===== config.mk =====
export PLATFORM = sky130hd
export DESIGN_NAME = oc8051_cxrom_fetch
export DESIGN_NICKNAME = d
export VERILOG_FILES = /design/src/rtl/oc8051_cxrom_fetch.sv
export SDC_FILE = /design/constraint.sdc
export NUM_CORES = 1
export LEC_CHECK = 0
export BUFFER_PORTS_ARGS = -buffer_cell sky130_fd_sc_hd__buf_4
export CORE_UTILIZATION = 52
export CTS_BUF_LIST = sky130_fd_sc_hd__clkbuf_4 sky130_fd_sc_hd__clkbuf_8
export DETAILED_ROUTE_END_ITERATION = 12
export MAX_ROUTING_LAYER = met4
export PLACE_DENSITY = 0.77
export SLEW_MARGIN = 10
export SYNTH_ARGS = -nofsm -noshare
export SYNTH_HDL_FRONTEND = slang
export SYNTH_SLANG_ARGS = --single-unit
export TNS_END_PERCENT = 30

===== constraint.sdc =====
create_clock -name clk -period 4.05 [get_ports clk]
set_input_delay 0.405 -clock clk [delete_from_list [all_inputs] [get_ports clk]]
set_output_delay 0.405 -clock clk [all_outputs]
set_load 0.02 [all_outputs]

===== src/rtl/oc8051_cxrom_fetch.sv =====
// Instruction prefetch queue for the oc8051 combinational code-ROM port.
// Optional counters enabled by defining CXROM_FETCH_STATS_EN.
module oc8051_cxrom_fetch #(
   parameter int          DEPTH      = 16,
   parameter logic [15:0] RESET_ADDR = 16'h0000
) (
   input  logic        clk,
   input  logic        rst,
   output logic [15:0] cxrom_addr,
   input  logic [31:0] cxrom_data_in,
   input  logic        halt,
   input  logic        redirect,
   input  logic [15:0] redirect_addr,
   output logic [23:0] out_data,
   output logic [15:0] out_pc,
   output logic [1:0]  out_count,
   input  logic [1:0]  consume
`ifdef CXROM_FETCH_STATS_EN
   ,
   output logic [31:0] stat_fetches,
   output logic [31:0] stat_redirects
`endif
);

   localparam int AW = $clog2(DEPTH);

   typedef enum logic [1:0] {S_RESET, S_RUN, S_HALTED} state_t;

   state_t        state, state_nxt;
   logic [15:0]   fptr, head_pc;
   logic [AW:0]   count, free;
   logic [AW-1:0] rptr, wptr;
   logic [7:0]    mem [DEPTH];
   logic          push, redir;
   logic [1:0]    ec;

   always_comb begin
      state_nxt = state;
      case (state)
         S_RESET:  state_nxt = S_RUN;
         S_RUN:    if (halt) state_nxt = S_HALTED;
         S_HALTED: if (!halt) state_nxt = S_RUN;
         default:  state_nxt = S_RESET;
      endcase
   end

   // Redirects arriving while still in RESET are dropped.
   assign redir     = redirect && (state != S_RESET);
   assign free      = (AW+1)'(DEPTH) - count;
   assign push      = (state == S_RUN) && !halt && !redirect && (free >= (AW+1)'(4));
   assign out_count = (count >= (AW+1)'(3)) ? 2'd3 : count[1:0];
   assign ec        = redir ? 2'd0 : ((consume < out_count) ? consume : out_count);

   assign cxrom_addr = fptr;
   assign out_pc     = head_pc;
   assign out_data   = {mem[rptr + AW'(2)], mem[rptr + AW'(1)], mem[rptr]};

   always_ff @(posedge clk) begin
      if (rst) begin
         state   <= S_RESET;
         fptr    <= RESET_ADDR;
         head_pc <= RESET_ADDR;
         count   <= '0;
         rptr    <= '0;
         wptr    <= '0;
      end else begin
         state <= state_nxt;
         if (redir) begin
            count   <= '0;
            rptr    <= wptr;
            fptr    <= redirect_addr;
            head_pc <= redirect_addr;
         end else begin
            if (push) begin
               fptr <= fptr + 16'd4;
               wptr <= wptr + AW'(4);
            end
            rptr    <= rptr + AW'(ec);
            head_pc <= head_pc + 16'(ec);
            count   <= count + (push ? (AW+1)'(4) : '0) - (AW+1)'(ec);
         end
      end
   end

   always_ff @(posedge clk) begin
      if (!rst && push)
         for (int k = 0; k < 4; k++)
            mem[wptr + AW'(k)] <= cxrom_data_in[8*k +: 8];
   end

`ifdef CXROM_FETCH_STATS_EN
   always_ff @(posedge clk) begin
      if (rst) begin
         stat_fetches   <= '0;
         stat_redirects <= '0;
      end else begin
         if (push && stat_fetches != 32'hFFFF_FFFF)
            stat_fetches <= stat_fetches + 32'd1;
         if (redir && stat_redirects != 32'hFFFF_FFFF)
            stat_redirects <= stat_redirects + 32'd1;
      end
   end
`endif

endmodule

==> metrics <==
TritonCTS clock tree built; Setup TNS 0 ns; largest net degree at the start of global routing 45; vias in the first global route 6177; register area share after synthesis 0.5030; CTS Buf Count 17; Leak around 3.6 nW; Final Hold Slack around 0.15 ns; Reg clk slew, reported paths 0.09 ns; worst-margin pin slew about 0.8 ns; Yosys reg bits 173; Post-CTS Setup Repair Bufs 0; core footprint 17480 sq um; # IOs 112; GRT Total Usage 0.2523; Max Cap Viol 0; initial antenna violation count 0; Post-synth EDFFs about 130; 1st-pass router iterations 4; Layout area overhead 15.23%; PortBufs roughly 110; share of cells above drive strength 1 0.3834; WL final 21.50 mm; final core occ 0.6219; pwr/cell area 567.0 nW/um^2; largest family of logic cells by synthesized area multiplexers; Worst VDD drop 0.3352 mV; Slew headroom 0.4794; DRC errors left 0; vias per inst around 6.4; Adder-Cell Fraction of Synth Area 0.03396; status complete, no violations; kind of critical path reg2out; Startpoint Class flip-flop; syn_area_per_cell 15.64 sq um; endpoints failing hold 0; crit path DAT about 3.1 ns; Worst setup EP type primary output; iteration-0 DRC count of the detailed router ~600; initial core utilization 0.5397; R2R Setup Slk around 0.97 ns; die height 136.7 microns; max frequency about 290 MHz; crit-path max FO 22; mux contribution to synthesized area 0.2771; Detail Route Antenna Nets 0; post-synthesis xor/xnor area fraction 0.02348; Worst Clk Skew 0.01307 ns; vias 6112; later-pin clock latency in the skew report 0.46 ns; H-tree depth 4; total nets after synthesis 680; CTS Root Cell clkbuf_8; final slew viol count 0; die width 136.7 microns; Crit path required time 3.64 ns; row cnt 48; clock sink count roughly 170; GP Congestion 0.8366; cts hold-fix bufs 0; Syn. warnings 0; Post-CTS Resized 0; CTS Buffer Depth 2; Period Utilization, post-route 0.8571; Die ar. approximately 19000 sq um; Post-Synth Simple-Gate Area 0.06645; Synth cell types 56; Syn Inst Count 603; total power ~6.2 mW; Tmin final ~3.5 ns; Synth Cell Area 9433 sq um; Post-DP HPWL between 10 and 15 mm; # diodes 0; total congestion overflow 0; post-synthesis compound-gate area fraction 0.06181; global-route wire length before repair 33.82 mm; WL/cell 22.63 microns; worst min path class in2reg; RSZ-0062 raised after global routing no; asr flop ratio synth 0; Synth Flop Type edfxtp_1; nets approximately 800; final setup violation count 0
-- cells in the mapped netlist, types with 13 or more instances --
master / count / area, sq um
edfxtp_1: 128 / 3844
nand2_1: 23 / 86.33
a31oi_1: 13 / 81.33
o21ai_0: 14 / 70.07
xnor2_1: 13 / 113.9
ha_1: 20 / 250.2
a21oi_1: 23 / 115.1
inv_1: 21 / 78.83
mux2i_1: 26 / 260.3
clkbuf_1: 16 / 60.06
dfxtp_1: 45 / 900.9
mux4_2: 101 / 2275
-- kinds of logic after synthesis --
family	after synthesis
AO/OA/AOI/OAI	88
buffers and inverters	59
flip-flops	173
adder cells (fa/ha/maj)	24
AND/OR/NAND/NOR	108
multiplexers	130
XOR/XNOR	21
-- cell type report --
type / count / area (sq um)
multi-input cells: 371 / 4369
inverters: 21 / 78.83
well taps: 225 / 281.5
fillers: 1256 / 6608
clock buffers: 21 / 282.8
clock inverters: 11 / 133.9
flip-flops and latches: 173 / 4750
repair buffers: 128 / 973.4
-- sequential cells by signal (all words and copies together) (netlist names) --
name	cells
count	5
wptr	2
cxrom_addr	16
mem	128
rptr	4
out_pc	16
state	2
-- power by group --
part / switching (mW) / leakage, nW / total [mW] / internal, mW
registers: 0.126 / 1.52 / 2.11 / 1.98
logic: 1.37 / 1.90 / 2.81 / 1.44
clock network: 0.632 / 0.204 / 1.24 / 0.612
-- metrics by stage --
step	cells	setup slack [ns]	cell area, sq um
global route	950	0.3212	10870
CTS	950	0.4769	10870
floorplan	603	1.199	9433
global placement	918	1.065	10450
finish	950	0.5788	10870
detailed placement	918	0.9779	10450
-- layout by cell type (no fill, tap or decap), drive strengths merged, types with 2 or more instances in the layout --
cell type and instances:
a211oi 9, a21oi 23, a22o 8, a31oi 13, and2 5, and3 11, and4 2, buf 128
bufinv 2, clkbuf 21, clkinv 4, clkinvlp 3, dfxtp 45, edfxtp 128, fa 3, ha 20
inv 23, mux2i 26, mux4 104, nand2 24, nand3 11, nand4 8, nor2 11, nor2b 3
nor3 11, nor4 3, o21ai 16, o221ai 2, o31ai 9, or2 2, or3 2, or4 9
xnor2 13, xor2 8
-- worst paths after layout --
path	from	to	cells past startpoint
hold / removal	cxrom_data_in[29]	mem[3][5]	1
hold reg to reg	cxrom_addr[0]	cxrom_addr[0]	2
setup reg to reg	count[4]	out_pc[12]	14
setup / recovery	rptr[0]	out_data[12]	6
-- metal layers --
metal / wire, microns / global-route usage / vias up / part of all wire
met5: 0 / - / - / 0
met4: 390 / 0.08395 / 0 / 0.018
met3: 1549 / 0.04926 / 28 / 0.072
met2: 11030 / 0.4123 / 268 / 0.51
met1: 8529 / 0.3167 / 3101 / 0.40
li1: - / - / 2715 / -
-- critical path, cell delays in order, from the launching register on --
cell,delay [ns]
dfxtp_4,0.46
ha_1,0.83
buf_4,0.37
mux4_2,0.52
mux2i_1,0.17
a211oi_1,0.10
buf_4,0.16
Note: power is estimated with default switching activity, not from simulation.
